===== config.mk =====
export PLATFORM = sky130hd
export DESIGN_NAME = irq_timer_flat
export DESIGN_NICKNAME = d
export VERILOG_FILES = /design/src/rtl/irq_timer_if.sv /design/src/rtl/irq_timer.sv /design/src/flat_wrapper.sv
export SDC_FILE = /design/constraint.sdc
export NUM_CORES = 1
export LEC_CHECK = 0
export CORE_AREA = 2 2 92 94
export CTS_BUF_LIST = sky130_fd_sc_hd__clkbuf_4
export DETAILED_ROUTE_END_ITERATION = 10
export DIE_AREA = 0 0 94 96
export DONT_BUFFER_PORTS = 1
export PLACE_DENSITY = 0.76
export SYNTH_ARGS = -nofsm -noshare
export SYNTH_HDL_FRONTEND = slang
export SYNTH_SLANG_ARGS = --single-unit

===== constraint.sdc =====
create_clock -name clk -period 6.5 [get_ports clk]
set_input_delay 1.95 -clock clk [delete_from_list [all_inputs] [get_ports clk]]
set_output_delay 1.95 -clock clk [all_outputs]
set_load 0.03 [all_outputs]

===== src/rtl/irq_timer_if.sv =====
// Data-memory bus slice seen by the interval timer, plus its IRQ return line.
// Latency: ReadData is combinational, IRQ comes from registered state.
// Backpressure: none; the bus completes every access in the cycle it is presented.
interface irq_timer_if;
    logic        MemRead;
    logic        MemWrite;
    logic [31:0] Address;
    logic [31:0] WriteData;
    logic [31:0] ReadData;
    logic        IRQ;

    // CPU / bus side
    modport master (
        output MemRead, MemWrite, Address, WriteData,
        input  ReadData, IRQ
    );

    // Timer side
    modport slave (
        input  MemRead, MemWrite, Address, WriteData,
        output ReadData, IRQ
    );
endinterface


===== src/rtl/irq_timer.sv =====
// Memory-mapped interval timer: prescaled up-counter with reload on overflow and a latched interrupt.
// Latency: register writes visible the next cycle, reads same cycle, IRQ one edge after the overflow tick.
// Backpressure: none; every bus access completes in a single cycle.
module irq_timer #(
    parameter int unsigned PRESCALE = 1,
    parameter logic [31:0] BASE     = 32'h4000_0000
) (
    input  logic         clk,
    input  logic         reset,
    irq_timer_if.slave   bus
);

    localparam int unsigned     PW   = (PRESCALE > 1) ? $clog2(PRESCALE + 1) : 1;
    localparam logic [PW-1:0]   PMAX = PW'(PRESCALE - 1);

    // Architectural state
    logic [31:0]   th;
    logic [31:0]   tl;
    logic          en;
    logic          ie;
    logic          is;
    logic [7:0]    icnt;
    logic [PW-1:0] pcnt;

    // Next-state values
    logic [31:0]   th_n;
    logic [31:0]   tl_n;
    logic [2:0]    tcon_n;
    logic [7:0]    icnt_n;
    logic [PW-1:0] pcnt_n;

    // Decode: word offset relative to BASE; anything beyond four words is out of window
    logic [29:0]   word;
    logic          sel;
    logic [1:0]    off;
    logic          wr_th;
    logic          wr_tl;
    logic          wr_tcon;
    logic          wr_icnt;
    logic          tick;
    logic          ovf;
    logic          set_is;

    assign word    = bus.Address[31:2] - BASE[31:2];
    assign sel     = (word < 30'd4);
    assign off     = word[1:0];
    assign wr_th   = bus.MemWrite && sel && (off == 2'd0);
    assign wr_tl   = bus.MemWrite && sel && (off == 2'd1);
    assign wr_tcon = bus.MemWrite && sel && (off == 2'd2);
    assign wr_icnt = bus.MemWrite && sel && (off == 2'd3);

    // Tick is qualified by the current EN so a same-cycle EN clear still lets it land
    assign tick    = en && (pcnt == PMAX);
    assign ovf     = tick && (tl == 32'hFFFF_FFFF);

    assign bus.IRQ = ie & is;

    // Next-state computation with all collision rules resolved in one place
    always_comb begin
        th_n   = th;
        tl_n   = tl;
        tcon_n = {is, ie, en};
        icnt_n = icnt;
        set_is = 1'b0;

        if (wr_th) begin
            th_n = bus.WriteData;
        end

        // A bus write to TL overrides the increment/reload; reload uses the pre-write TH
        if (wr_tl) begin
            tl_n = bus.WriteData;
        end else if (tick) begin
            tl_n = ovf ? th : (tl + 32'd1);
        end

        if (wr_tcon) begin
            tcon_n = bus.WriteData[2:0];
        end

        // Overflow sets IS on top of any software clear so the interrupt is never dropped
        set_is = ovf && tcon_n[1];
        if (set_is) begin
            tcon_n[2] = 1'b1;
        end

        // Clear-then-increment: a clear coinciding with an event leaves the count at 1
        if (wr_icnt) begin
            icnt_n = 8'd0;
        end
        if (set_is && (icnt_n != 8'hFF)) begin
            icnt_n = icnt_n + 8'd1;
        end

        // Prescaler wraps on tick and is held at zero whenever EN is (or is becoming) low
        if (!en || !tcon_n[0] || tick) begin
            pcnt_n = '0;
        end else begin
            pcnt_n = pcnt + PW'(1);
        end
    end

    // State register with synchronous reset taking priority over bus and tick
    always_ff @(posedge clk) begin
        if (reset) begin
            th   <= 32'd0;
            tl   <= 32'd0;
            en   <= 1'b0;
            ie   <= 1'b0;
            is   <= 1'b0;
            icnt <= 8'd0;
            pcnt <= '0;
        end else begin
            th   <= th_n;
            tl   <= tl_n;
            en   <= tcon_n[0];
            ie   <= tcon_n[1];
            is   <= tcon_n[2];
            icnt <= icnt_n;
            pcnt <= pcnt_n;
        end
    end

    // Zero-latency read mux; pre-write values are shown when read and write coincide
    always_comb begin
        bus.ReadData = 32'd0;
        if (bus.MemRead && sel) begin
            case (off)
                2'd0:    bus.ReadData = th;
                2'd1:    bus.ReadData = tl;
                2'd2:    bus.ReadData = {29'd0, is, ie, en};
                default: bus.ReadData = {24'd0, icnt};
            endcase
        end
    end

endmodule


===== src/flat_wrapper.sv =====
// flat-port wrapper written by rule: the top's interface ports become plain ports
module irq_timer_flat 
#(
    parameter int unsigned PRESCALE = 1,
    parameter logic [31:0] BASE     = 32'h4000_0000
)
  (clk, reset, bus_MemRead, bus_MemWrite, bus_Address, bus_WriteData, bus_ReadData, bus_IRQ);
  irq_timer_if bus_i ();
  input  logic clk;
  input  logic reset;
  input wire logic [$bits(bus_i.MemRead)-1:0] bus_MemRead;
  input wire logic [$bits(bus_i.MemWrite)-1:0] bus_MemWrite;
  input wire logic [$bits(bus_i.Address)-1:0] bus_Address;
  input wire logic [$bits(bus_i.WriteData)-1:0] bus_WriteData;
  output wire logic [$bits(bus_i.ReadData)-1:0] bus_ReadData;
  output wire logic [$bits(bus_i.IRQ)-1:0] bus_IRQ;
  assign bus_i.MemRead = bus_MemRead;
  assign bus_i.MemWrite = bus_MemWrite;
  assign bus_i.Address = bus_Address;
  assign bus_i.WriteData = bus_WriteData;
  assign bus_ReadData = bus_i.ReadData;
  assign bus_IRQ = bus_i.IRQ;
  irq_timer #(.PRESCALE(PRESCALE), .BASE(BASE)) u_core (.clk(clk), .reset(reset), .bus(bus_i));
endmodule

# Word-level counts from Yosys, hierarchy flattened
# Cells that the tools add are included.
[totals]
reg_bits = 76
out_inout_bits = 33
elab_cells = 46
[op_classes]
n_addsub = 4
n_lt_le_gt_ge = 1
n_eq_ne = 5
muxes = 9
bitwise = 2
n_reduce_logical = 18
[op_table]
columns = ["cell", "n"]
rows = [
  ["two-way mux 32 bit", 4],
  ["one-hot mux 32 bit (3 select lines)", 1],
  ["adder 32 x 1 -> 32 bit, second input constant", 1],
  ["equality test 32 bit, second input constant", 1],
  ["< comparator 30 x 3 -> 1 bit, second input constant", 1],
  ["subtractor 30 x 29 -> 30 bit, second input constant", 1],
  ["two-way mux 8 bit", 2],
  ["logical AND 1 bit", 10],
  ["adder 8 x 1 -> 8 bit, second input constant", 1],
  ["!= test 8 bit, second input constant", 1],
  ["equality test 2 bit, second input constant", 2],
  ["nonzero test 2 bit", 2],
  ["two-way mux 3 bit", 1],
  ["equality test 2 x 1 -> 1 bit, second input constant", 1],
  ["zero test 1 bit", 2],
  ["zero test 2 bit", 1],
  ["logical OR 1 bit", 2],
  ["OR reduction 2 bit", 1],
  ["adder 1 bit, second input constant", 1],
  ["AND 1 bit", 1],
  ["two-way mux 1 bit", 1],
  ["inverter 1 bit", 1],
]

# Longest topological paths before layout
# Gate-level depths: netlist of the first run.
[depth]
word_depth = 9
depth_mapped = 9
ltp_nobuf = 9

# Worst setup path after synthesis of the first run
# OpenSTA, ideal clock, no wires.
[synth_path]
path_kind = "in2out"
startpoint = "input bus_Address[6]"
endpoint = "output bus_ReadData[11]"
arrival_time_ps = 4272
required_time_ps = 4550
setup_slack_ps = 278
stages = 7
path_cell_list = "or4b_1 -> nor3_1 -> nand2_1 -> or2_2 -> clkbuf_1 -> clkbuf_1 -> nor2_1"
[synth_between]
elab_chain_cells = 4
[synth_rtl]
columns = ["item", "line", "source"]
rows = [
  ["from (decl)", "flat_wrapper.sv:13", "input wire logic [$bits(bus_i.Address)-1:0] bus_Address;"],
  ["subtractor 30 x 29 -> 30 bit", "irq_timer.sv:44", "assign word = bus.Address[31:2] - BASE[31:2];"],
  ["< comparator 30 x 3 -> 1 bit", "irq_timer.sv:45", "assign sel = (word < 30'd4);"],
  ["logical AND 1 bit", "irq_timer.sv:127", "if (bus.MemRead && sel) begin"],
  ["two-way mux 32 bit", "irq_timer.sv:127", ""],
  ["to (decl)", "flat_wrapper.sv:15", "output wire logic [$bits(bus_i.ReadData)-1:0] bus_ReadData;"],
]
# No other way between the ends.

# Final worst setup path of the first run
[layout_path]
startpoint = "input bus_Address[6]"
endpoint = "output bus_ReadData[9]"
# The elaborated chain is that of the path after synthesis.

==> flow_summary.json, run 1 <==
{
  "die_area_mm2": 0.00902,
  "track_usage_pct": 31.0,
  "die_w_um": 94,
  "drv_slew": 0,
  "root_buffer": "clkbuf_4",
  "highest_layer": "met4",
  "cellPowerDensity_mw_per_mm2": 168,
  "endpoint_kind": "output port",
  "cts_tree": "built",
  "antenna_found_initial": 0,
  "grt_pass1_vias": 4234,
  "tightest_slew_ps": 1090,
  "numPortBuffers": 0,
  "drt_iter0_drc": 654,
  "first_pass_iters": 5,
  "fin_setup_tns_ps": 0,
  "antenna_cells": 0,
  "layout-drive-gt1-share_pct": 11.5,
  "syn_area_mm2": 0.00468,
  "via_count": 4800,
  "mostFrequentLayoutCell": "nand2_1",
  "drcViolationCount": 0,
  "start_kind": "input pin",
  "wl_met2_um": 6340,
  "relSlewSlack_pct": 26.7,
  "cts.sinks": 76,
  "grt_pass1_wl_um": 21800,
  "synth_seq_cells": 76,
  "coreArea_mm2": 0.00805,
  "areaGrowthSynthToFinish_pct": 9.06,
  "rsz0062_at_grt": "no",
  "hold_class": "reg -> reg",
  "period_share_pct": 92.0,
  "clk_path_buf_depth": 2,
  "worst-path-max-fanout": 24,
  "fin_skew_ps": 20.1,
  "detail_route.wl_per_cell_um": 19.0,
  "routed-wl-met3_um": 1410,
  "rrSetupSlack_ps": 3270,
  "vias_per_cell": 6.56,
  "ctsHoldBuffers": 0,
  "synth_cells": 624,
  "synth_cell_types": 59,
  "final_util_pct": 63.4,
  "cp.arrival_ps": 4030,
  "synthArstFlopShare_pct": 0,
  "final_cell_mix": "nand2_1, nor2_1, dfxtp_1",
  "htreeDepth": 3,
  "fillers": 749,
  "num_rows": 33,
  "setup_viol": 0,
  "crit_type": "in -> out",
  "clk_pin_slew_worst_paths_ps": 110,
  "finalNetCount": 693,
  "clk_latency_ps": 450,
  "cap_violations": 0,
  "p_leak_nw": 1.75,
  "fmax_mhz": 167,
  "reg2reg_depth": 7,
  "peakVddDrop_uv": 74.6,
  "overflow": 0,
  "synth_top_area_cell": "dfxtp_1",
  "ant_nets": 0,
  "yosysTopAreaCellShare_pct": 32.5,
  "crit_start": "bus_Address[6]",
  "grt_max_degree": 71,
  "ios": 101,
  "r2r_start": "u_core.tl[1]",
  "period_needed_ps": 5980,
  "fp.dieH_um": 96,
  "yosysWarningCount": 0,
  "status": "completed",
  "dp_hpwl_um": 9010,
  "post_cts_buffers": 0,
  "synth_edf_count": 0,
  "synth.avg_cell_area_um2": 7.50,
  "start_util_pct": 58.1,
  "synth_nets": 694,
  "required_ps": 4550,
  "ctsResizeCount": 0,
  "hold_viol_final": 0,
  "synth_flop_cell": "dfxtp_1",
  "synth_area_leaders": "dfxtp_1, mux2i_1, nand2_1",
  "routed_wl_um": 13900,
  "worstSetupEndpoint": "bus_ReadData[9]",
  "yosysSeqAreaShare_pct": 32.5,
  "m1WireLength_um": 5880,
  "timing.rr.end": "u_core.icnt[3]",
  "place_congestion": 0.924,
  "cts_buffers": 9
}
-- worst max-delay path, cell delays in order --
cell and delay, ps:
or4b_1 640, nor3_1 280, nand2_1 210, or2_2 550
nor2_1 220, buf_4 180
-- synth_stat cells, types with 2 or more instances --
cell,instances
o31ai_1,4
a41oi_1,2
o311a_1,2
mux4_2,2
mux2i_1,37
o32ai_1,2
nand4_1,22
a2111oi_0,2
nand3_1,24
and4_1,4
o211ai_1,3
xor2_1,2
or3_1,9
and3_1,9
mux2_2,3
xnor2_1,6
nor4_2,2
o22ai_1,2
nand3b_1,5
nand2_1,97
a21oi_1,51
clkbuf_1,47
a31oi_1,11
a21o_1,8
nand2b_1,4
o21ai_0,9
o221a_2,3
dfxtp_1,76
o21a_1,2
a211oi_1,14
and2_1,6
ha_1,2
a31o_2,2
nor2_1,76
nor3_1,26
nor4_1,17
or4_1,8
inv_1,2
-- metal layers --
| layer | track usage (%) | up-vias |
|---|---|---|
| li1 | - | 2275 |
| met1 | 42.5 | 2245 |
| met2 | 48.6 | 253 |
| met3 | 7.91 | 27 |
| met4 | 8.45 | 0 |
| met5 | 0 | - |
-- sequential cells by signal, summed over array words and instances, names as in the netlist --
register / cells
u_core.icnt: 8
u_core.ie: 1
u_core.en: 1
u_core.is: 1
u_core.th: 32
u_core.tl: 32
u_core.pcnt: 1
-- metrics by stage --
stage	cell area [um^2]	hold WS, ps	cells	setup WS, ps	power, W
after CTS	5100	471	732	528	0.000858
after global placement	4930	446	717	622	0.000496
after global routing	5100	495	732	305	0.000886
after detailed placement	4930	452	717	540	0.000497
final	5100	473	732	522	0.000856
after floorplan	4680	441	624	278	0.000506
-- cell type report --
| type | instances | area [um^2] | share of cell area [%] |
|---|---|---|---|
| clock inverters | 5 | 101 | 1.99 |
| well taps | 105 | 131 | 2.57 |
| multi-input cells | 497 | 2990 | 58.6 |
| clock buffers | 10 | 75.1 | 1.47 |
| flip-flops and latches | 76 | 1520 | 29.8 |
| repair buffers | 37 | 278 | 5.44 |
| inverters | 2 | 7.51 | 0.147 |
-- logic make-up after synthesis --
logic type | share of synthesized area [%]
buffers and inverters | 4.12
multiplexers | 10.2
AND/OR/NAND/NOR | 34.1
adder cells (fa/ha/maj) | 0.535
flip-flops | 32.5
AO/OA/AOI/OAI | 17.0
other | 0.0801
XOR/XNOR | 1.50
-- worst min path at each step --
stage | start | end | cells past startpoint
3_3_place_gp | u_core.th[3] | u_core.th[3] | 2
4_1_cts | u_core.th[13] | u_core.th[13] | 2
3_5_place_dp | u_core.th[13] | u_core.th[13] | 2
5_1_grt | u_core.th[31] | u_core.th[31] | 2
2_1_floorplan | u_core.th[2] | u_core.th[2] | 2
6_report | u_core.th[9] | u_core.th[9] | 2
-- power by group --
group / internal, W / total [W] / switching [W]
logic: 0.0000107 / 0.0000159 / 0.00000512
clock network: 0.000196 / 0.000370 / 0.000174
registers: 0.000468 / 0.000471 / 0.00000309
No activity file was read; power rests on OpenSTA's default activity.
==> run 2: changes to the inputs <==
- clock period: 6.5 -> 6.14 ns (I/O delays scaled with it)
==> run 2 against run 1 <==
  * Non-clock buffer count unchanged
  * Final area decreased by 1.5%
  * First-iteration DRC count decreased by 34%
  * Die area unchanged
  * Highest routed layer unchanged
  * Clock skew decreased by 5.6 ps
  * Sequential power increased by 5.7%
  * Global-route usage increased by 0.088 points
  * Total power decreased by 9.6%
  * Critical path depth unchanged
  * Register-to-register slack got worse by 330 ps
  * Clock power decreased by 30%
  * Largest power group unchanged
==> flow_summary.json, run 2 (synthesized netlist as in run 1, its figures left out) <==
{
  "clk_path_buf_depth": 2,
  "cellPowerDensity_mw_per_mm2": 154,
  "grt_pass1_vias": 4295,
  "areaGrowthSynthToFinish_pct": 7.43,
  "tightest_slew_ps": 1060,
  "ios": 101,
  "overflow": 0,
  "cts.sinks": 76,
  "fin_setup_tns_ps": 0,
  "crit_type": "in -> out",
  "finalNetCount": 693,
  "gr-usage-met3_pct": 6.50,
  "final_area_mm2": 0.00503,
  "relSlewSlack_pct": 28.8,
  "grt_pass1_wl_um": 22000,
  "place_area_mm2": 0.00493,
  "dp_hpwl_um": 8970,
  "largestRegisters": "u_core.th: 32 flops, u_core.tl: 32 flops, u_core.icnt: 8 flops",
  "detail_route.wl_per_cell_um": 18.6,
  "coreArea_mm2": 0.00805,
  "ctsHoldBuffers": 0,
  "fin_skew_ps": 14.4,
  "fp.dieH_um": 96,
  "numPortBuffers": 0,
  "worst-path-max-fanout": 24,
  "via_count": 4782,
  "cp.arrival_ps": 3930,
  "worstHoldStart": "u_core.th[3]",
  "drv_slew": 0,
  "use_met2_pct": 48.3,
  "routed_wl_um": 13600,
  "cap_violations": 0,
  "period_share_pct": 93.9,
  "antenna_cells": 0,
  "place_congestion": 0.919,
  "first_pass_iters": 6,
  "drt_iter0_drc": 433,
  "track_usage_pct": 31.0,
  "clk_latency_ps": 430,
  "fmax_mhz": 173,
  "root_buffer": "clkbuf_4",
  "cts_tree": "built",
  "die_area_mm2": 0.00902,
  "hold_viol_final": 0,
  "rsz0062_at_grt": "no",
  "peakVddDrop_uv": 75.3,
  "p_leak_nw": 1.72,
  "antenna_found_initial": 0,
  "clk_pin_slew_worst_paths_ps": 110,
  "hold_class": "reg -> reg",
  "required_ps": 4300,
  "die_w_um": 94,
  "start_util_pct": 58.1,
  "grtUsageMet1_pct": 42.9,
  "period_needed_ps": 5770,
  "num_rows": 33,
  "htreeDepth": 3,
  "endpoint_kind": "output port",
  "final_cell_mix": "nand2_1, nor2_1, dfxtp_1",
  "start_kind": "input pin",
  "hold_depth": 2,
  "drcViolationCount": 0,
  "setup_viol": 0,
  "cts_buffers": 9,
  "vias_per_cell": 6.53,
  "reg2reg_depth": 7,
  "r2r_start": "u_core.tl[1]",
  "status": "completed",
  "ant_nets": 0,
  "ctsResizeCount": 0,
  "post_cts_buffers": 0,
  "layout-drive-gt1-share_pct": 11.3,
  "mostFrequentLayoutCell": "nand2_1",
  "grt_max_degree": 71,
  "gr-max-usage-layer": "met2",
  "crit_start": "bus_Address[6]"
}
[run 2: cell count changes in the layout (fill, tap and decap cells not counted)]
cell	previous run	this run
clkbuf_4	10	11
bufinv_16	3	0
clkinv_1	1	2
clkinv_2	0	2
clkinvlp_4	1	0
[run 2: stage by stage]
stage	utilization [%]	hold slack (ps)	worst slack (ps)	cells	power (W)
2_1_floorplan	-	441	134	624	0.000536
3_3_place_gp	61.2	446	479	717	0.000525
3_5_place_dp	61.2	454	405	717	0.000526
4_1_cts	62.4	468	397	732	0.000775
5_1_grt	62.4	489	181	732	0.000804
6_report	62.4	472	372	732	0.000774
[run 2: metal layers]
layer | vias up | wire length (um)
li1 | 2279 | -
met1 | 2247 | 5810
met2 | 239 | 6310
met3 | 17 | 1330
met4 | 0 | 198
met5 | - | 0
[run 2: power breakdown]
| group | internal (W) | total, W | switching, W |
|---|---|---|---|
| clock | 0.0000866 | 0.000260 | 0.000173 |
| combinational | 0.0000114 | 0.0000164 | 0.00000504 |
| sequential | 0.000495 | 0.000498 | 0.00000305 |
| total | 0.000593 | 0.000774 | 0.000181 |
[run 2: final timing paths]
check,endpoint,slack [ps]
worst max register to register,u_core.icnt[3],2940
worst min-delay path,u_core.th[3],470
worst min register to register,u_core.th[3],470
worst max-delay path,bus_ReadData[20],370
[run 2: final cells by class]
type	instances	area, um^2
Clock buffer	11	82.6
Sequential cell	76	1520
Clock inverter	4	17.5
Tap cell	105	131
Fill cell	739	3020
Timing Repair Buffer	37	278
Inverter	2	7.51
Multi-Input combinational cell	497	2990
[run 2: worst max-delay path, stage by stage]
cell	delay, ps
or4b_1	630
nor3_1	280
nand2_1	220
or2_2	540
nor2_1	210
buf_4	180
==> run 3: changes to the inputs <==
- ABC_AREA: default -> 1
- CORE_AREA: 2 2 92 94 -> 2 2 97 99
- DIE_AREA: 0 0 94 96 -> 0 0 99 101
- GPL_TIMING_DRIVEN: default -> 0
==> run 3 against run 2 <==
  * Clock power rose by 70%
  * Non-clock buffer count fell by 3
  * Via count rose by 20%
  * Fmax rose by 1.9%
==> flow_summary.json, run 3 <==
{
  "status": "completed",
  "final_area_mm2": 0.00555,
  "ctsResizeCount": 0,
  "die_w_um": 99,
  "yosysTopAreaCellShare_pct": 29.2,
  "clk_latency_ps": 460,
  "ant_nets": 0,
  "mostFrequentLayoutCell": "nand2_1",
  "overflow": 0,
  "cts.sinks": 76,
  "synth_cell_types": 47,
  "yosysSeqAreaShare_pct": 29.2,
  "start_kind": "input pin",
  "grt_max_degree": 13,
  "crit_type": "in -> out",
  "cp_top_family": "simple AND/OR/NAND/NOR gates",
  "finalNetCount": 907,
  "synth_cells": 826,
  "cap_violations": 0,
  "cts_tree": "built",
  "synthAdderAreaFrac_pct": 0.480,
  "cellPowerDensity_mw_per_mm2": 176,
  "drcViolationCount": 0,
  "synth_edf_count": 0,
  "antenna_found_initial": 0,
  "fp.dieH_um": 101,
  "synthMuxAreaShare_pct": 0,
  "numPortBuffers": 0,
  "p_leak_nw": 1.90,
  "yosysMostFrequentCell": "nand2_1",
  "post_cts_buffers": 0,
  "synth_common_cells": "nand2_1, inv_1, nor2_1",
  "antenna_cells": 0,
  "crit_top_cell": "nand2_1",
  "synthArstFlopShare_pct": 0,
  "grt_pass1_vias": 5347,
  "cts_buffers": 9,
  "vias_per_cell": 6.02,
  "worst-path-buf-inv": 1,
  "max_stage_delay_ps": 700,
  "synth.avg_cell_area_um2": 6.31,
  "setup_viol": 0,
  "ios": 101,
  "track_usage_pct": 35.4,
  "num_rows": 35,
  "clk_path_buf_depth": 2,
  "final_cell_mix": "nand2_1, inv_1, nor2_1",
  "via_count": 5734,
  "yosysWarningCount": 0,
  "endpoint_kind": "output port",
  "rsz0062_at_grt": "no",
  "clk_pin_slew_worst_paths_ps": 120,
  "period_share_pct": 92.2,
  "detail_route.wl_per_cell_um": 18.4,
  "synth_flop_cell": "dfxtp_1",
  "synth_seq_cells": 76,
  "cp_cell_sequence": "nor2_1 -> nand2_1 -> nor2_1 -> nand2_1 -> nor2_4 -> nand2_1 -> clkbuf_1 -> a31oi_1",
  "hold_viol_final": 0,
  "peakVddDrop_uv": 108,
  "cp.arrival_ps": 3820,
  "relSlewSlack_pct": 46.0,
  "hold_class": "reg -> reg",
  "synth_area_leaders": "dfxtp_1, nand2_1, inv_1",
  "synth_compound_area_share_pct": 21.4,
  "root_buffer": "clkbuf_4",
  "fmax_mhz": 177,
  "drv_slew": 0,
  "first_pass_iters": 5,
  "dp_hpwl_um": 13100,
  "fillers": 894,
  "coreArea_mm2": 0.00898,
  "syn_area_mm2": 0.00521,
  "largestRegisters": "u_core.th: 32 flops, u_core.tl: 32 flops, u_core.icnt: 8 flops",
  "synth_nets": 896,
  "place_area_mm2": 0.00535,
  "routed_wl_um": 17500,
  "htreeDepth": 3,
  "tightest_slew_ps": 806,
  "synth_top_area_cell": "dfxtp_1",
  "worst-path-max-fanout": 10,
  "areaGrowthSynthToFinish_pct": 6.51,
  "synth_top_family_by_area": "simple AND/OR/NAND/NOR gates",
  "drt_iter0_drc": 620,
  "synth-xor-area-share_pct": 3.36,
  "required_ps": 4300,
  "fin_setup_tns_ps": 0,
  "fin_skew_ps": 20.2,
  "ctsHoldBuffers": 0,
  "start_util_pct": 58.0,
  "period_needed_ps": 5660,
  "layout-drive-gt1-share_pct": 9.27,
  "synth-simple-area-share_pct": 33.7,
  "grt_pass1_wl_um": 27600,
  "critPathSlowestCell": "a31oi_1",
  "place_congestion": 0.964,
  "die_area_mm2": 0.0100
}
## run 3: layer usage
layer / vias up / routed length, um / track usage [%]
li1: 2726 / - / -
met1: 2625 / 7480 / 48.7
met2: 342 / 7680 / 56.2
met3: 41 / 1820 / 5.76
met4: 0 / 498 / 12.3
met5: - / 0 / 0
## run 3: worst min-delay path: stages (launching register included)
cell and delay (ps):
dfxtp_1 330, inv_1 60, a211oi_1 60
## run 3: stage by stage
stage	hold WS (ps)	setup slack, ps	util, %	total power, W	std cells
finish	487	479	61.8	0.000975	952
global route	506	395	61.8	0.000993	952
CTS	488	491	61.8	0.000971	952
detailed placement	469	513	59.6	0.000542	937
global placement	466	569	59.6	0.000541	937
floorplan	449	1130	-	0.000528	826
## run 3: layout make-up
class	count	area, um^2	share of cell area, %
flip-flops and latches	76	1520	27.4
inverters	116	435	7.84
multi-input cells	600	3080	55.4
clock inverters	5	125	2.25
well taps	111	139	2.50
clock buffers	10	75.1	1.35
plain buffers	34	178	3.20
## run 3: final timing paths
path / startpoint / slack (ps) / cells after the start / end
max: bus_Address[15] / 480 / 8 / bus_ReadData[6]
min: u_core.th[16] / 490 / 2 / u_core.th[16]
max reg2reg: u_core.tl[0] / 3820 / 12 / u_core.icnt[7]
min reg2reg: u_core.th[16] / 490 / 2 / u_core.th[16]
## run 3: power by group
part	switching [W]	internal (W)
clock network	0.000194	0.000249
logic	0.0000312	0.00000745
registers	0.000000120	0.000493
## run 3: cells by family after synthesis
logic type,count (synthesis)
AOI/OAI and AO/OA,184
xor gates and xnor gates,20
adders and majority gates,2
buffers and inverters,150
DFF,76
other,1
and+or+nand+nor,393
==> patch 1, RTL diff (flow settings as in run 2) <==
Put a register stage on the output `bus.IRQ`. The value now appears one clock later.
--- a/src/rtl/irq_timer.sv
+++ b/src/rtl/irq_timer.sv
@@ -54,5 +54,7 @@
     assign ovf     = tick && (tl == 32'hFFFF_FFFF);
 
-    assign bus.IRQ = ie & is;
+    always_ff @(posedge clk) begin
+        bus.IRQ <= ie & is;
+    end
 
     // Next-state computation with all collision rules resolved in one place
Function: changed (a bounded check fails within 4 cycles, from zero or initial values and one cycle with reset high).
==> patch 1 against run 2 <==
- clock power increased by 66%
- critical path type unchanged
- clock skew increased by 0.0060 ns
- hold slack got worse by 0.0084 ns
- cell area increased by 1.6%
- routed wire length decreased by 7.0%
- via count decreased by 3.6%
- sequential cell count increased by 1
- final cell count increased by 0.41%
- area after synthesis increased by 0.11%
- sequential share of layout area decreased by 0.075 points
- total power increased by 22%
- critical endpoint is now bus_ReadData[28]
- setup slack got worse by 0.14 ns
==> patch 1: results (changes against run 2) <==
{
  "grt_pass1_wl": {"value": 20.6, "unit": "mm", "change": "-6.3%"},
  "synth.area.mux_share": {"value": 0.0913, "change": "-0.0103"},
  "grt_max_degree": {"value": 68, "change": "-4.2%"},
  "wl_met1": {"value": 5.34, "unit": "mm", "change": "-8.0%"},
  "power.ir.vdd_worst": {"value": 0.000105, "unit": "V", "change": "+40%"},
  "worst_slew_pin_slew": {"value": 0.798, "unit": "ns", "change": "-0.259 ns"},
  "post_dp_hpwl": {"value": 8.51, "unit": "mm", "change": "-5.2%"},
  "per_cell_routed_wire_length": {"value": 17.3, "unit": "microns", "change": "-7.4%"},
  "yosys-top-cells-area": "dfxtp_1, nand2_1, mux2i_1",
  "synth_compound_gate_area_share": {"value": 0.186, "change": "+0.0169"},
  "fillCellCount": {"value": 717, "change": "-3.0%"},
  "detailedRoute.firstIterationViolations": {"value": 250, "change": "-42%"},
  "power.static_leakage": {"value": 1.71, "unit": "nW", "change": "-0.64%"},
  "detail_route.first_pass.iterations": {"value": 5, "change": "-1"},
  "dr_wl_met3": {"value": 842, "unit": "microns", "change": "-37%"},
  "final_nets": {"value": 696, "change": "+0.43%"},
  "yosys.area_share.adder": {"value": 0.00534, "change": "-0.00000571"},
  "clock_skew": {"value": 0.0205, "unit": "ns", "change": "+0.00604 ns"},
  "power_per_cell_area": {"value": 184, "unit": "nW/um^2", "change": "+20%"},
  "synth-xor-area-share": {"value": 0.0318, "change": "+0.0168"},
  "synth_cell_types": {"value": 56, "change": "-5.1%"},
  "status": "completed",
  "crit_path_max_incr_delay": {"value": 0.57, "unit": "ns", "change": "-0.06 ns"},
  "drive_gt1_frac": {"value": 0.102, "change": "-0.0117"},
  "met2_length": {"value": 6.29, "unit": "mm", "change": "-0.24%"},
  "postSynthNetCount": {"value": 693, "change": "-0.14%"},
  "groute.layer.met3.usage": {"value": 0.0501, "change": "-0.0149"},
  "groute.layer.met2.usage": {"value": 0.498, "change": "+0.0149"},
  "use_met1": {"value": 0.362, "change": "-0.0676"}
}
-- patch 1: changes by cell type in the layout (fill, tap and decap cells not counted), moves of 6 or more --
cell      change
o21ai_0      +18
a311oi_1      +7
xnor2_1       +8
nor3_1       -11
nor4_1        -6
inv_1         +7
nand2_1      +11
nand4_1      -14
-- patch 1: area by class of cell --
cell class,count,area (sq um),area share
well taps,105,131,0.0257
flip-flops and latches,77,1540,0.302
repair buffers,33,248,0.0485
clock buffers,10,75.1,0.0147
multi-input cells,496,2950,0.578
clock inverters,5,124,0.0243
inverters,9,33.8,0.00662
-- patch 1: power by group --
| group | internal [mW] | switching [mW] |
|---|---|---|
| combinational | 0.00763 | 0.00307 |
| clock | 0.249 | 0.182 |
| sequential | 0.500 | 0.000314 |
-- patch 1: metrics by stage --
stage,setup WS [ns],instance area (sq um),instances,util
3_3_place_gp,0.285,4910,720,0.609
3_5_place_dp,0.221,4910,720,0.609
4_1_cts,0.213,5110,735,0.634
2_1_floorplan,0.214,4680,623,-
5_1_grt,0.0411,5110,735,0.634
6_report,0.234,5110,735,0.634
-- patch 1: worst reg2reg max path, cell delays in order (launching register included) --
cell and delay [ns]:
dfxtp_1 0.46, ha_1 0.27, nand3_4 0.14, or4_4 0.59, nor4_4 0.60, o21ai_2 0.23, or4_1 0.51, a21oi_1 0.15
-- patch 1: worst paths after layout --
kind / startpoint / endpoint / slack (ns) / cells after the start
worst max-delay path: bus_Address[15] / bus_ReadData[28] / 0.23 / 8
worst min-delay path: u_core.th[0] / u_core.th[0] / 0.46 / 2
worst max register to register: u_core.tl[0] / u_core.icnt[2] / 3.15 / 7
worst min register to register: u_core.th[0] / u_core.th[0] / 0.46 / 2
==> patch 2, RTL diff (flow settings as in run 2) <==
Without the edit above. Reset style: asynchronous (`reset`), changed in one clocked block. Comments in the files are not updated.
--- a/src/rtl/irq_timer.sv
+++ b/src/rtl/irq_timer.sv
@@ -102,5 +102,5 @@
 
     // State register with synchronous reset taking priority over bus and tick
-    always_ff @(posedge clk) begin
+    always_ff @(posedge clk or posedge reset) begin
         if (reset) begin
             th   <= 32'd0;
Function: differs if reset is asserted again (counterexample within 4 cycles, from zero or initial values and one cycle with reset high); with reset held inactive, the same outputs for 4 cycles.
==> patch 2 against run 2 <==
- total power increased by 2.1%
- sequential cell count unchanged
- area after synthesis increased by 4.1%
- core utilization increased by 2.2 points
- largest power group unchanged
- hold slack improved by 0.058 ns
- cell area increased by 3.5%
- critical endpoint is now bus_ReadData[31]
- routed wire length decreased by 6.8%
- synthesized cell count decreased by 15%
- setup slack got worse by 0.15 ns
- via count decreased by 9.9%
==> patch 2: results (changes against run 2) <==
{
  "status": "completed",
  "clock_skew": {"value": 0.0185, "unit": "ns", "change": "+0.00403 ns"},
  "final.hold.worst_slack": {"value": 0.529, "unit": "ns", "change": "+0.0577 ns"},
  "final_nets": {"value": 602, "change": "-13%"},
  "instances_no_fill": {"value": 642, "change": "-12%"},
  "max_slew_headroom_at_the_worst_pin": {"value": 0.170, "change": "-0.118"},
  "groute.usage.overall": {"value": 0.297, "change": "-0.0137"},
  "clk_pin_slew": {"value": 0.13, "unit": "ns", "change": "+0.02 ns"},
  "postSynthNetCount": {"value": 599, "change": "-14%"},
  "reg2reg_setup_slack": {"value": 2.85, "unit": "ns", "change": "-0.09 ns"},
  "h_tree_depth": {"value": 3, "change": "unchanged"},
  "dr_wl_met3": {"value": 1.08, "unit": "mm", "change": "-19%"},
  "timing.critical_path.max_delay_family": "simple AND/OR/NAND/NOR gates",
  "power.static_leakage": {"value": 2.30, "unit": "nW", "change": "+33%"},
  "post_dp_hpwl": {"value": 8.91, "unit": "mm", "change": "-0.62%"},
  "yosys-top-cells-area": "dfrtp_1, mux2i_1, mux2_2",
  "per_cell_routed_wire_length": {"value": 19.8, "unit": "microns", "change": "+6.3%"},
  "wl_met1": {"value": 5.02, "unit": "mm", "change": "-14%"},
  "share_of_the_yosys_chip_area_belonging_to_registers": {"value": 0.391, "change": "+0.0654"},
  "synth_cell_types": {"value": 52, "change": "-12%"},
  "gp_congestion": {"value": 0.881, "change": "-4.2%"},
  "avgViaCountPerCell": {"value": 6.71, "change": "+2.7%"},
  "share_clk_of_total_power": {"value": 0.333, "change": "-0.003"},
  "detail_route.first_pass.iterations": {"value": 5, "change": "-1"},
  "syn-instance-count": {"value": 529, "change": "-15%"},
  "grt_max_degree": {"value": 43, "change": "-39%"},
  "place_inst": {"value": 626, "change": "-13%"},
  "critical_path_peak_fanout": {"value": 24, "change": "unchanged"},
  "grt_pass1_wl": {"value": 20.6, "unit": "mm", "change": "-6.5%"},
  "met2_length": {"value": 6.23, "unit": "mm", "change": "-1.3%"},
  "detailedRoute.firstIterationViolations": {"value": 294, "change": "-32%"},
  "crit_path_max_incr_delay": {"value": 0.52, "unit": "ns", "change": "-0.11 ns"},
  "switching_share": {"value": 0.252, "change": "+0.0176"},
  "postSynth.asyncResetShare": {"value": 1.00, "change": "+1.00"},
  "worst_path_max_delay_cell": "or4_1",
  "first_global_vias": {"value": 4207, "change": "-2.0%"},
  "drive_gt1_frac": {"value": 0.145, "change": "+0.0320"}
}
[patch 2: kinds of logic after synthesis]
logic type / after synthesis / share of synthesized area
adders and majority gates: 2 / 0.00514
xor gates and xnor gates: 16 / 0.0288
other: 1 / 0.000770
AOI/OAI and AO/OA: 110 / 0.149
muxes: 75 / 0.171
DFF: 76 / 0.391
buffers and inverters: 46 / 0.0365
and+or+nand+nor: 203 / 0.218
[patch 2: layout make-up]
type	count	area, sq um	area share
clock buffers	9	67.6	0.0130
clock inverters	7	43.8	0.00841
inverters	8	30.0	0.00577
multi-input cells	407	2810	0.539
flip-flops and latches	76	1900	0.365
well taps	105	131	0.0252
repair buffers	30	225	0.0433
[patch 2: layer usage]
layer / up-vias / track usage
met5: - / 0
met1: 2070 / 0.386
met3: 39 / 0.0525
met4: 0 / 0.130
met2: 233 / 0.490
li1: 1966 / -
[patch 2: worst paths after layout]
check                           startpoint  cells after the start               end
setup / recovery           bus_Address[14]                      8  bus_ReadData[31]
hold / removal               u_core.th[11]                      1     u_core.th[11]
setup reg to reg              u_core.tl[0]                      7    u_core.icnt[0]
hold reg to reg              u_core.th[11]                      1     u_core.th[11]
max in group asynchronous            reset                      2     u_core.tl[23]
min in group asynchronous            reset                      1      u_core.th[5]
[patch 2: worst register-to-register path, cell delays in order, from the launching register on]
cell and delay, ns:
dfrtp_1 0.44, ha_1 0.26, nand4_1 0.37, nor4_2 0.69
nand3_1 0.59, a21oi_2 0.53, a21oi_1 0.12, a211oi_1 0.22
[patch 2: power by group through the flow]
stage	Clock (mW)	Combinational, mW	Sequential (mW)
2_1_floorplan	0	0.0270	0.511
3_3_place_gp	0	0.0267	0.511
3_5_place_dp	0	0.0269	0.511
4_1_cts	0.267	0.0270	0.501
5_1_grt	0.293	0.0298	0.501
6_report	0.263	0.0264	0.501
[patch 2: stage by stage]
stage / setup slack, ns / instance area [sq um]
floorplan: 0.220 / 4870
global placement: 0.305 / 5090
detailed placement: 0.232 / 5090
CTS: 0.232 / 5200
global route: 0.0532 / 5200
finish: 0.222 / 5200
